<file path="config.mk">
export PLATFORM = sky130hd
export DESIGN_NAME = pc_target_unit
export DESIGN_NICKNAME = d
export VERILOG_FILES = /design/src/rtl/pc_target_pkg.sv /design/src/rtl/pc_target_unit_ret_addr_stack.sv /design/src/rtl/pc_target_unit.sv
export SDC_FILE = /design/constraint.sdc
export NUM_CORES = 1
export LEC_CHECK = 0
export ABC_AREA = 0
export BUFFER_PORTS_ARGS = -buffer_cell sky130_fd_sc_hd__buf_2
export CAP_MARGIN = 30
export CORE_ASPECT_RATIO = 0.75
export CORE_MARGIN = 2
export CORE_UTILIZATION = 35
export CTS_CLUSTER_SIZE = 24
export DETAILED_ROUTE_END_ITERATION = 12
export HOLD_SLACK_MARGIN = 0.12
export PLACE_DENSITY = 0.56
export SLEW_MARGIN = 20
export SYNTH_ARGS = -nofsm -noshare
export SYNTH_HDL_FRONTEND = slang
export SYNTH_HIERARCHICAL = 1
export SYNTH_SLANG_ARGS = --single-unit
</file>
<file path="constraint.sdc">
create_clock -name CLK -period 3.51 [get_ports CLK]
set_clock_uncertainty 0.1 [all_clocks]
set_input_delay 0.1755 -clock CLK [delete_from_list [all_inputs] [get_ports CLK]]
set_output_delay 0.1755 -clock CLK [all_outputs]
set_load 0.01 [all_outputs]
</file>
<file path="src/rtl/pc_target_pkg.sv">
// Shared constants and next-PC select encoding for the PC target unit.
// The return-address stack is enabled by defining PC_TARGET_RAS_EN.
package pc_target_pkg;

  localparam int PC_W_DEF      = 32;
  localparam int OFF_W_DEF     = 8;
  localparam int SHIFT_DEF     = 2;
  localparam int RAS_DEPTH_DEF = 4;

  typedef enum logic [1:0] {
    SEL_SEQ = 2'd0,
    SEL_TGT = 2'd1,
    SEL_RAS = 2'd2
  } next_sel_e;

  // Any source other than the sequential address counts as a redirect.
  function automatic logic sel_is_redirect(input next_sel_e sel);
    return (sel != SEL_SEQ);
  endfunction

endpackage

</file>
<file path="src/rtl/pc_target_unit_ret_addr_stack.sv">
// Circular return-address stack: the write pointer and the fill count are kept separately,
// so a push onto a full stack overwrites the oldest entry while the count stays at DEPTH.
module ret_addr_stack
  import pc_target_pkg::*;
#(
  parameter int W     = PC_W_DEF,
  parameter int DEPTH = RAS_DEPTH_DEF
) (
  input  logic         clk,
  input  logic         resetn,
  input  logic         i_push,
  input  logic         i_pop,
  input  logic [W-1:0] i_data,
  output logic [W-1:0] o_top,
  output logic         o_empty,
  output logic         o_full,
  output logic         o_err
);

  localparam int PTR_W = $clog2(DEPTH);
  localparam int CNT_W = $clog2(DEPTH + 1);

  logic [W-1:0]     r_mem [DEPTH];
  logic [PTR_W-1:0] r_ptr;
  logic [CNT_W-1:0] r_count;
  logic             r_err;

  assign o_empty = (r_count == CNT_W'(0));
  assign o_full  = (r_count == CNT_W'(DEPTH));
  assign o_top   = r_mem[r_ptr - PTR_W'(1)];
  assign o_err   = r_err;

  // Entry storage; the contents need no reset because a zero count hides them.
  always_ff @(posedge clk) begin
    if (resetn && i_push && !i_pop) begin
      r_mem[r_ptr] <= i_data;
    end
  end

  // Pointer, count and error pulse; pop wins if both requests arrive together.
  always_ff @(posedge clk) begin
    if (!resetn) begin
      r_ptr   <= PTR_W'(0);
      r_count <= CNT_W'(0);
      r_err   <= 1'b0;
    end else if (i_pop) begin
      if (o_empty) begin
        r_err <= 1'b1;
      end else begin
        r_ptr   <= r_ptr - PTR_W'(1);
        r_count <= r_count - CNT_W'(1);
        r_err   <= 1'b0;
      end
    end else if (i_push) begin
      r_ptr <= r_ptr + PTR_W'(1);
      if (!o_full) begin
        r_count <= r_count + CNT_W'(1);
      end
      r_err <= o_full;
    end else begin
      r_err <= 1'b0;
    end
  end

endmodule

</file>
<file path="src/rtl/pc_target_unit.sv">
// Program-counter target unit: sequential, PC-relative and return-stack next-PC selection.
// Define PC_TARGET_RAS_EN to build the return-address stack; otherwise CALL acts as JUMP.
module pc_target_unit
  import pc_target_pkg::*;
#(
  parameter int PC_W      = PC_W_DEF,
  parameter int OFF_W     = OFF_W_DEF,
  parameter int SHIFT     = SHIFT_DEF,
  parameter int RAS_DEPTH = RAS_DEPTH_DEF
) (
  input  logic             CLK,
  input  logic             RESETN,
  input  logic             STALL,
  input  logic             JUMP,
  input  logic             BRANCH,
  input  logic             ZERO,
  input  logic             CALL,
  input  logic             RET,
  input  logic [OFF_W-1:0] OFFSET,
  output logic [PC_W-1:0]  PC,
  output logic             REDIRECT,
  output logic             RAS_EMPTY,
  output logic             RAS_FULL,
  output logic             RAS_ERR
);

  logic [PC_W-1:0] r_pc;
  logic            r_redirect;
  logic [PC_W-1:0] w_seq;
  logic [PC_W-1:0] w_off_ext;
  logic [PC_W-1:0] w_tgt;
  logic [PC_W-1:0] w_ras_top;
  next_sel_e       w_sel;

  assign w_seq     = r_pc + PC_W'(4);
  assign w_off_ext = {{(PC_W - OFF_W){OFFSET[OFF_W-1]}}, OFFSET};
  assign w_tgt     = w_seq + (w_off_ext << SHIFT);

`ifdef PC_TARGET_RAS_EN
  logic w_push;
  logic w_pop;
  logic w_ras_empty;
  logic w_ras_full;
  logic w_ras_err;

  // Priority RET > CALL > JUMP > taken branch; RET on an empty stack still pops to flag the error.
  always_comb begin
    w_sel  = SEL_SEQ;
    w_push = 1'b0;
    w_pop  = 1'b0;
    if (RET) begin
      w_pop = 1'b1;
      if (!w_ras_empty) begin
        w_sel = SEL_RAS;
      end else begin
        w_sel = SEL_SEQ;
      end
    end else if (CALL) begin
      w_sel  = SEL_TGT;
      w_push = 1'b1;
    end else if (JUMP || (BRANCH && ZERO)) begin
      w_sel = SEL_TGT;
    end else begin
      w_sel = SEL_SEQ;
    end
  end

  ret_addr_stack #(
    .W     (PC_W),
    .DEPTH (RAS_DEPTH)
  ) u_ras (
    .clk     (CLK),
    .resetn  (RESETN),
    .i_push  (w_push && !STALL),
    .i_pop   (w_pop && !STALL),
    .i_data  (w_seq),
    .o_top   (w_ras_top),
    .o_empty (w_ras_empty),
    .o_full  (w_ras_full),
    .o_err   (w_ras_err)
  );

  assign RAS_EMPTY = w_ras_empty;
  assign RAS_FULL  = w_ras_full;
  assign RAS_ERR   = w_ras_err;
`else
  logic w_unused_ret;

  assign w_unused_ret = RET;
  assign w_ras_top    = w_seq;

  // Without a stack, CALL is a plain jump and RET is ignored.
  always_comb begin
    w_sel = SEL_SEQ;
    if (CALL || JUMP || (BRANCH && ZERO)) begin
      w_sel = SEL_TGT;
    end else begin
      w_sel = SEL_SEQ;
    end
  end

  assign RAS_EMPTY = 1'b1;
  assign RAS_FULL  = 1'b0;
  assign RAS_ERR   = 1'b0;
`endif

  // PC register and redirect flag; reset overrides stall and every request.
  always_ff @(posedge CLK) begin
    if (!RESETN) begin
      r_pc       <= PC_W'(0);
      r_redirect <= 1'b0;
    end else if (STALL) begin
      r_redirect <= 1'b0;
    end else begin
      r_redirect <= sel_is_redirect(w_sel);
      case (w_sel)
        SEL_SEQ: r_pc <= w_seq;
        SEL_TGT: r_pc <= w_tgt;
        SEL_RAS: r_pc <= w_ras_top;
        default: r_pc <= w_seq;
      endcase
    end
  end

  assign PC       = r_pc;
  assign REDIRECT = r_redirect;

endmodule
</file>
# Word level (Yosys, flattened, before mapping)
# Cells that the tools add are included.
# totals
reg_bits,33
in_bits,16
out_inout_bits,36
word_cells,13
# op_classes
n_addsub,2
eq_ne,1
n_mux,2
bitwise_logic,1
reduce_logical,5
# op_table
cell,count
$add A32 B3 Y32 const B,1
$add A32 B32 Y32,1
$mux W32,1
$logic_or A1 B1 Y1,2
$reduce_bool A2 Y1,1
$reduce_or A2 Y1,1
$eq A1 B1 Y1 const B,1
$logic_and A1 B1 Y1,1
$mux W1,1
$not A1 Y1,1

# Longest topological paths before layout
# Gate-level depths: netlist (run 1).
# depth
word_depth,5
mapped_depth,16
depth_no_buf,14

# Least setup slack after synthesis (run 1)
# No wires, ideal clock.
# synth_timing
kind,register to register
startpoint,register r_pc[4] (netlist: PC[4])
endpoint,register r_pc[31] (netlist: PC[31])
t_arrival_ns,3.389
required_time_ns,3.339
path_slack_ns,-0.050
stages_incl_launch_ff,16
path_buffers,1
period_less_slack_ns,3.560
path_cell_list,dfxtp_1 -> and4_4 -> nand4_2 -> nor2_1 -> nand3_1 -> xnor2_1 -> ha_1 -> clkbuf_1 -> a21o_1 -> nand3_1 -> a21oi_1 -> a2111oi_2 -> nand3_1 -> mux2_2 -> a31o_1 -> a21oi_1
# synth_between
elab_chain_len,3
# synth_lines
element,line,text
"start, declared",pc_target_unit.sv:27,logic [PC_W-1:0] r_pc;
"start signal, assigned",pc_target_unit.sv:117,SEL_SEQ: r_pc <= w_seq;
"start signal, assigned",pc_target_unit.sv:118,SEL_TGT: r_pc <= w_tgt;
"start signal, assigned",pc_target_unit.sv:119,SEL_RAS: r_pc <= w_ras_top;
$add A32 B3 Y32 *,pc_target_unit.sv:35,assign w_seq = r_pc + PC_W'(4);
$add A32 B32 Y32,pc_target_unit.sv:37,assign w_tgt = w_seq + (w_off_ext << SHIFT);
$mux W32 *,pc_target_unit.sv:116,case (w_sel)
# Every way passes the cells marked *; elsewhere a longest branch is shown, timed or not.
# A chain may end at the register's enable or synchronous reset.

# Worst setup path in the final report (run 1)
# layout_timing
startpoint,register r_pc[4] (netlist: PC[4])
endpoint,register r_pc[29] (netlist: PC[29])
# Same word-level chain as after synthesis.

==> results.yml, run 1 <==
yosys:
  synth-simple-area-share: 0.2529
  synth_ff_type: "dfxtp_1"
  synth_area_um2: 3805
  ys_seq_area_frac: 0.1631
  syn_inst: 501
  ys_async_sr_fraction: 0
  synth_compound_area_frac: 0.3042
  synth_fa_ha_area_frac: 0.1269
  synth_warnings: 6
  ys_ff_latch: 31
  synth_edf_count: 0
  synthMuxAreaShare: 0.008879
  synth_cell_types: 74
  avgSynthCellArea_um2: 7.595
  ys_top_cells_by_area: "dfxtp_1 (16%), ha_1 (12%), a21oi_1 (8.2%)"
  synth_top_family_by_area: "compound AO/OA/AOI/OAI gates"
  yosysTopAreaCell: "dfxtp_1"
  synth-xor-area-share: 0.09898
  synth_top_area_frac: 0.1631
worst_setup_path:
  crit_family: "simple AND/OR/NAND/NOR gates"
  worstPathCellList: "and4_4, and3_4, buf_4, nand2_2, buf_4, xnor2_1, ha_1, a21oi_1, o21ai_0, buf_4, nor4_2, nand3_1, nand2_1, o221ai_1, xnor2_1, a21oi_1"
  critPathArrivalTime_ns: 3.51
  rrSetupSlack_ns: 0.03
  cp_max_fo: 7
  end_kind: "flip-flop"
  cp_num_buf_inv: 3
  worstSetupPathType: "flip-flop to flip-flop"
  start_kind: "flip-flop"
  crit_path_frequent_cell: "buf_4"
  critPathSlowestCell: "ha_1"
  critPathRequiredTime_ns: 3.54
  max_stage_delay_ns: 0.38
pwr:
  power.leakage_nw: 2.514
  ir_worst_vdd_v: 0.0001799
  pwr-share-comb: 0.533
  p_per_area_nw_per_um2: 344.3
  power.internal_mw: 1.120
  pwr-share-seq: 0.234
  p_sw_mw: 0.7452
  power_frac_clock: 0.233
  switching_share: 0.3996
sta:
  finalHoldViolCount: 0
  finalCriticalPeriod_ns: 3.479
  max_freq_mhz: 287.5
  rsz0062_at_grt: "true"
  drv_slew: 0
  tns_ns: 0
  worst_slew_pin_slew_ns: 0.6844
  slew_headroom: 0.5421
  timing.final.crit_share: 0.9911
  setup_viol: 0
cells_and_area:
  fin_area_um2: 5416
  drive_gt1_frac: 0.3864
  synthToLayoutAreaGrowth_pct: 42.35
  antennaDiodeCount: 0
  final_net_count: 687
clocking:
  cts_tree: "built"
  postCtsHoldBufs: 0
  clkTransAtPathRegs_ns: 0.05
  clock_latency_ns: 0.29
  cts_buffers: 5
  root_buffer: "clkbuf_16"
  clock_sinks: 31
  h-tree-depth: 2
  cts_max_path_buffers: 2
route:
  wl_mm: 13.40
  drc_errors: 0
  wl_per_cell_um: 17.41
  vias: 4375
  drt_iter0_markers: 348
  drtAntennaViolNets: 0
  vias_per_cell: 5.682
  firstDrtPassIters: 5
global_route:
  grt_pass1_wl_mm: 21.02
  grt-ovfl-total: 0
  grt_pass1_vias: 4064
  grt_antenna_before_repair: 0
  grt_usage: 0.2224
  grt_max_degree: 29
die:
  core_area_um2: 10450
  fp.dieW_um: 124.4
  die_y_um: 94.30
  dieArea_um2: 11730
  rows: 32
  pin_count: 52
  start_util: 0.3641
status:
  outcome: "completed"
placed_design:
  io_buffers: 45
  hpwl_mm: 9.983
  placed_area_um2: 4827
  place.gp.congestion: 0.9751
job:
  maxCapViolCount: 0
min_path:
  hold_class: "input pin to flip-flop"
-- timing repair --
action,in CTS,in global routing
gates resized for setup,12,61
setup buffers,1,6
pin swaps,5,23
setup endpoints to repair,6,12
-- registers in the layout (all words and copies together), names as in the netlist --
name / flops
PC: 30
REDIRECT: 1
-- area by class of cell --
type                            count  area (um2)
Fill cell                         986        5034
Multi-Input combinational cell    436        3430
Timing Repair Buffer              148        1002
Sequential cell                    31       633.1
Tap cell                          136       170.2
Clock buffer                        5       125.1
Inverter                           11       41.29
Clock inverter                      3       15.01
-- per-stage QoR --
| step | instances | util | hold WS (ns) | power (mW) | setup WS [ns] |
|---|---|---|---|---|---|
| finish | 770 | 0.5183 | 0.2363 | 1.865 | 0.03139 |
| global route | 770 | 0.5183 | 0.2851 | 1.983 | -0.1094 |
| CTS | 764 | 0.4814 | 0.2349 | 1.791 | 0.0007907 |
| global placement | 755 | 0.4619 | 0.3964 | 1.322 | -0.01804 |
| detailed placement | 755 | 0.4619 | 0.3916 | 1.339 | -0.08006 |
| floorplan | 504 | - | 0.2459 | 1.000 | 0.001174 |
-- worst paths after layout --
check / start / end / cells past startpoint
setup / recovery: PC[4]$_SDFFE_PN0N_ / PC[29]$_SDFFE_PN0N_ / 16
hold / removal: CALL / PC[7]$_SDFFE_PN0N_ / 4
setup reg to reg: PC[4]$_SDFFE_PN0N_ / PC[29]$_SDFFE_PN0N_ / 16
hold reg to reg: PC[31]$_SDFFE_PN0N_ / PC[31]$_SDFFE_PN0N_ / 2
-- cell usage after synthesis (10+ instances only) --
| cell | number |
|---|---|
| a21oi_1 | 62 |
| nand2_1 | 43 |
| ha_1 | 37 |
| nor2_1 | 35 |
| xnor2_1 | 35 |
| o21ai_0 | 34 |
| dfxtp_1 | 31 |
| nand3_1 | 22 |
| a21o_1 | 19 |
| clkbuf_1 | 15 |
| nand4_1 | 14 |
| a211oi_1 | 11 |
| inv_1 | 11 |
| and3_1 | 10 |
-- cell usage in the layout (no fill, tap or decap), types with 4 or more instances in the layout --
cell,instances
nand4_1,14
a211oi_1,9
a31oi_1,6
nor2_1,31
nand3_1,19
xnor2_2,11
xnor2_1,24
xor2_1,6
and3_1,7
o21ai_0,33
buf_4,102
o21a_1,4
inv_1,11
nand2_1,40
and3_4,4
a21oi_2,7
a21o_1,18
dfxtp_2,10
clkbuf_16,5
conb_1,5
ha_1,31
nor3_1,8
a2111oi_4,4
a21oi_1,58
buf_2,45
ha_4,5
dfxtp_1,21
-- metal layers --
layer	track usage	up-vias	wire, um
met3	0.03018	16	683
met2	0.3297	122	5715
li1	-	2130	-
met1	0.3370	2107	6859
met5	0	-	0
met4	0.04963	0	144
-- worst reg2reg max path, delay by kind of cell, from the launching register on --
kind,cells,cell delay [ns]
simple gates,6,1.20
compound gates,4,0.56
buf+inv,3,0.46
fa+ha+maj,1,0.38
flops,1,0.33
xor+xnor,2,0.31
-- power groups by stage --
stage | Sequential (mW) | Combinational, mW | Clock, mW
floorplan | 0.468 | 0.532 | 0
global placement | 0.431 | 0.891 | 0
detailed placement | 0.432 | 0.907 | 0
CTS | 0.428 | 0.919 | 0.445
global route | 0.441 | 1.08 | 0.458
finish | 0.436 | 0.994 | 0.435
-- kinds of logic after synthesis --
family | count (synthesis)
adders and majority gates | 38
AOI/OAI and AO/OA | 176
muxes | 3
buffers and inverters | 37
other | 2
DFF | 31
and+or+nand+nor | 171
xor gates and xnor gates | 43
Power figures use the tool's default switching activity.
==> run 2, diff against run 1 <==
--- a/config.mk
+++ b/config.mk
@@ -10,11 +10,11 @@
 export CAP_MARGIN = 30
 export CORE_ASPECT_RATIO = 0.75
 export CORE_MARGIN = 2
-export CORE_UTILIZATION = 35
+export CORE_UTILIZATION = 30
 export CTS_CLUSTER_SIZE = 24
 export DETAILED_ROUTE_END_ITERATION = 12
 export HOLD_SLACK_MARGIN = 0.12
-export PLACE_DENSITY = 0.56
+export PLACE_DENSITY = 0.5
 export SLEW_MARGIN = 20
 export SYNTH_ARGS = -nofsm -noshare
 export SYNTH_HDL_FRONTEND = slang
==> results.yml, run 2 (synthesis results as in run 1) <==
pwr:
  p_per_area_nw_per_um2: 350.8
  fin_total_pwr_mw: 1.873
  ir_worst_vdd_v: 0.0002022
  power.leakage_nw: 2.463
global_route:
  grt-ovfl-total: 0
  grt_max_degree: 38
  grt_usage: 0.2030
  grt_pass1_vias: 4090
  grt_antenna_before_repair: 0
  grt_pass1_wl_mm: 21.65
clocking:
  clkTransAtPathRegs_ns: 0.06
  root_buffer: "clkbuf_16"
  cts_tree: "built"
  cts_max_path_buffers: 2
  clock_latency_ns: 0.29
  cts_buffers: 5
  clock_sinks: 31
  h-tree-depth: 2
worst_setup_path:
  worstSetupPathType: "flip-flop to flip-flop"
  reg2reg_to: "PC[31]$_SDFFE_PN0N_"
  rrSetupSlack_ns: -0.04
  max_stage_delay_ns: 0.41
  endpoint: "PC[31]$_SDFFE_PN0N_"
  worstPathCellList: "and4_4, nand4_4, buf_6, buf_4, nor4_4, nand3_2, xnor2_2, ha_4, a21oi_2, nor2b_1, a2111oi_4, nand3_1, mux2_2, a31o_1, a21oi_1"
  start_kind: "flip-flop"
  critPathSlowestCell: "nor4_4"
  startpoint: "PC[5]$_SDFFE_PN0N_"
  cp_max_fo: 4
  r2r_start: "PC[5]$_SDFFE_PN0N_"
  end_kind: "flip-flop"
  ff2ff_path_depth: 15
  critPathRequiredTime_ns: 3.62
  critPathArrivalTime_ns: 3.66
cells_and_area:
  largest_register_ffs: 30
  final_net_count: 688
  antennaDiodeCount: 0
  final_cells: 800
  final_cell_mix: "buf_4 (103), a21oi_1 (57), buf_2 (45), nand2_1 (42), o21ai_0 (32)"
  synthToLayoutAreaGrowth_pct: 40.32
  final_common_cell: "buf_4"
  fillers: 1249
  drive_gt1_frac: 0.3596
route:
  wl_mm: 13.84
  vias_per_cell: 5.416
  drc_errors: 0
  vias: 4333
  wl_per_cell_um: 17.30
  firstDrtPassIters: 4
  drt_iter0_markers: 247
  drtAntennaViolNets: 0
die:
  rows: 35
  dieArea_um2: 13610
  pin_count: 52
  fp.dieW_um: 134.0
  core_area_um2: 12350
  start_util: 0.3081
  die_y_um: 101.5
placed_design:
  place_ws_ns: -0.1600
  place.gp.congestion: 0.9297
  io_buffers: 45
  placed_cells: 788
  hpwl_mm: 10.22
min_path:
  hold_path_depth: 4
  hold_class: "input pin to flip-flop"
status:
  violations: "negative setup slack"
  outcome: "complete, but fails checks"
sta:
  slew_headroom: 0.4637
  drv_slew: 0
  rsz0062_at_grt: "true"
  tns_ns: -0.04037
  whs_ns: 0.2879
  timing.final.crit_share: 1.012
  max_freq_mhz: 281.7
  setup_viol: 1
  worst_slew_pin_slew_ns: 0.8044
  final.setup.worst_slack_ns: -0.04037
  finalCriticalPeriod_ns: 3.550
  finalHoldViolCount: 0
job:
  maxCapViolCount: 0
==> run 2: cell type report <==
class / count / area, um2 / share of cell area
multi-input cells: 436 / 3311 / 0.6201
repair buffers: 149 / 1010 / 0.1891
flip-flops and latches: 31 / 625.6 / 0.1172
well taps: 166 / 207.7 / 0.03890
clock buffers: 6 / 138.9 / 0.02601
inverters: 11 / 41.29 / 0.007734
clock inverters: 1 / 5.005 / 0.0009374
==> run 2: report_power, final <==
| group | internal (mW) | leakage (nW) | total [mW] | switching [mW] |
|---|---|---|---|---|
| Sequential | 0.394 | 0.258 | 0.430 | 0.0365 |
| Clock | 0.277 | 0.0727 | 0.449 | 0.172 |
| Combinational | 0.465 | 2.13 | 0.994 | 0.529 |
| Total | 1.14 | 2.46 | 1.87 | 0.737 |
==> run 2: metrics by stage <==
stage	instance area, um2	utilization
4_1_cts	5146	0.4167
3_3_place_gp	4887	0.3957
5_1_grt	5339	0.4323
2_1_floorplan	3821	-
3_5_place_dp	4887	0.3957
6_report	5339	0.4323
==> run 2: how the worst min path moves through the flow <==
| stage | slack (ns) | end | start |
|---|---|---|---|
| finish | 0.29 | PC[2]$_SDFFE_PN0N_ | OFFSET[0] |
| global route | 0.31 | PC[25]$_SDFFE_PN0N_ | RESETN |
| CTS | 0.29 | PC[2]$_SDFFE_PN0N_ | OFFSET[0] |
| detailed placement | 0.40 | PC[31]$_SDFFE_PN0N_ | PC[31]$_SDFFE_PN0N_ |
| global placement | 0.40 | PC[16]$_SDFFE_PN0N_ | PC[16]$_SDFFE_PN0N_ |
| floorplan | 0.25 | REDIRECT$_SDFF_PP0_ | RESETN |
==> run 2: worst max-delay path, delay by kind of cell, from the launching register on <==
family / cells / cell delay [ns]
xor gates and xnor gates: 1 / 0.25
buffers and inverters: 2 / 0.28
muxes: 1 / 0.29
and+or+nand+nor: 6 / 1.17
AOI/OAI and AO/OA: 4 / 0.83
DFF: 1 / 0.33
adders and majority gates: 1 / 0.24
==> run 2: per-layer routing <==
layer | wire length [um] | track usage | vias up
met2 | 5799 | 0.3156 | 128
met4 | 112 | 0.02915 | 0
met3 | 657 | 0.02803 | 11
li1 | - | - | 2125
met1 | 7268 | 0.3044 | 2069
met5 | 0 | 0 | -
==> run 2: timing repair <==
action	CTS	global route
setup buffers	3	2
gates resized for setup	15	34
pin swaps	5	22
hold buffers	0	0
setup endpoints to repair	6	11
==> run 3, diff against run 2 <==
--- a/config.mk
+++ b/config.mk
@@ -14,6 +14,7 @@
 export CTS_CLUSTER_SIZE = 24
 export DETAILED_ROUTE_END_ITERATION = 12
 export HOLD_SLACK_MARGIN = 0.12
+export MAX_ROUTING_LAYER = met4
 export PLACE_DENSITY = 0.5
 export SLEW_MARGIN = 20
 export SYNTH_ARGS = -nofsm -noshare
==> results.yml, run 3 (synthesis results as in run 1) <==
status:
  outcome: "complete, but fails checks"
  violations: "negative setup slack"
sta:
  setup_viol: 1
  tns_ns: -0.002372
  worst_slew_pin_slew_ns: 0.8228
  drv_slew: 0
  final.setup.worst_slack_ns: -0.002372
  finalHoldViolCount: 0
  timing.final.crit_share: 1.001
  rsz0062_at_grt: "true"
  slew_headroom: 0.4515
  whs_ns: 0.2787
  finalCriticalPeriod_ns: 3.512
  max_freq_mhz: 284.7
pwr:
  power.leakage_nw: 2.464
  ir_worst_vdd_v: 0.0001640
  p_per_area_nw_per_um2: 363.6
  pwr-share-seq: 0.222
  power_frac_clock: 0.274
  switching_share: 0.3775
  pwr-share-comb: 0.504
  p_sw_mw: 0.7302
  power.internal_mw: 1.204
cells_and_area:
  final_common_cell: "buf_4"
  multi_input_area_um2: 3249
  fillers: 1265
  antennaDiodeCount: 0
  final_net_count: 689
  fin_area_um2: 5319
  regArea_um2: 625.6
  synthToLayoutAreaGrowth_pct: 39.79
  drive_gt1_frac: 0.3506
  final_cell_mix: "buf_4 (103), a21oi_1 (57), buf_2 (45), nand2_1 (42)"
  largest_register_ffs: 30
worst_setup_path:
  critPathArrivalTime_ns: 3.62
  critPathRequiredTime_ns: 3.62
  end_kind: "flip-flop"
  worstSetupPathType: "flip-flop to flip-flop"
  cp_max_fo: 4
  start_kind: "flip-flop"
global_route:
  grt_pass1_vias: 4195
  grt_usage: 0.2156
  grt_pass1_wl_mm: 22.51
  grt-ovfl-total: 0
  grt_max_degree: 38
  grt_antenna_before_repair: 0
die:
  die_y_um: 101.5
  core_area_um2: 12350
  rows: 35
  pin_count: 52
  dieArea_um2: 13610
  fp.dieW_um: 134.0
  start_util: 0.3081
route:
  vias: 4345
  firstDrtPassIters: 5
  drt_iter0_markers: 335
  drc_errors: 0
  drtAntennaViolNets: 0
  wl_mm: 13.72
  vias_per_cell: 5.418
  wl_per_cell_um: 17.10
placed_design:
  place.gp.congestion: 0.9455
  placed_area_um2: 4902
  hpwl_mm: 10.33
  io_buffers: 45
clocking:
  root_buffer: "clkbuf_16"
  cts_max_path_buffers: 2
  cts_tree: "built"
  clkTransAtPathRegs_ns: 0.06
  clock_sinks: 31
  h-tree-depth: 2
  clock_latency_ns: 0.28
  cts_buffers: 5
job:
  maxCapViolCount: 0
min_path:
  hold_class: "input pin to flip-flop"
## run 3: changes by cell type in the layout (fill, tap and decap cells not counted), sizes merged
| cell | before | now |
|---|---|---|
| buf | 149 | 150 |
| bufinv | 0 | 1 |
## run 3: worst paths after layout
| path | start | end | slack, ns | depth (start not counted) |
|---|---|---|---|---|
| max | PC[4]$_SDFFE_PN0N_ | PC[28]$_SDFFE_PN0N_ | -0.002 | 15 |
| min | OFFSET[0] | PC[2]$_SDFFE_PN0N_ | 0.28 | 4 |
| max reg2reg | PC[4]$_SDFFE_PN0N_ | PC[28]$_SDFFE_PN0N_ | -0.002 | 15 |
| min reg2reg | PC[16]$_SDFFE_PN0N_ | PC[16]$_SDFFE_PN0N_ | 0.42 | 2 |
## run 3: metal layers
layer,track usage,part of all wire
met4,0.02753,0.0057
met2,0.3116,0.41
met3,0.02903,0.063
met1,0.3241,0.52
met5,-,0
## run 3: timing repair
| item | 4_1_cts | 5_1_grt |
|---|---|---|
| buffers inserted | 0 | 4 |
| pin swaps | 2 | 18 |
| setup endpoints to repair | 5 | 15 |
| hold buffers | 0 | 0 |
| gates resized for setup | 7 | 36 |
## run 3: power groups by stage
stage                     combinational, mW  clock, mW  sequential (mW)
after floorplan                       0.532          0            0.468
after global placement                0.907          0            0.432
after detailed placement              0.918          0            0.433
after CTS                             0.928      0.539            0.426
after global routing                   1.07      0.561            0.436
final                                 0.974      0.530            0.430
## run 3: critical path, stage by stage, from the launching register on
cell	delay (ns)
dfxtp_2	0.33
and4_4	0.26
and3_2	0.25
nor4b_2	0.23
buf_4	0.17
nand2_1	0.11
xnor2_1	0.15
ha_1	0.29
inv_1	0.06
o21bai_1	0.07
a21o_1	0.21
a31o_2	0.25
a221o_1	0.36
a311oi_2	0.29
a21oi_1	0.09
a211oi_2	0.23
## run 3: metrics by stage
stage	setup slack [ns]	power, mW	std cells	utilization
6_report	-0.002372	1.934	802	0.4307
5_1_grt	-0.2109	2.072	802	0.4307
4_1_cts	-0.01357	1.893	798	0.4135
3_5_place_dp	-0.1501	1.352	790	0.3970
3_3_place_gp	-0.04833	1.339	790	0.3970
2_1_floorplan	0.001174	1.000	504	-
## run 3: layout make-up
cell class | instances | area share
clock buffer | 6 | 0.02611
clock inverter | 2 | 0.006587
inverter | 11 | 0.007763
multi-input combinational | 436 | 0.6109
sequential | 31 | 0.1176
tap | 166 | 0.03905
timing repair buffer | 150 | 0.1920
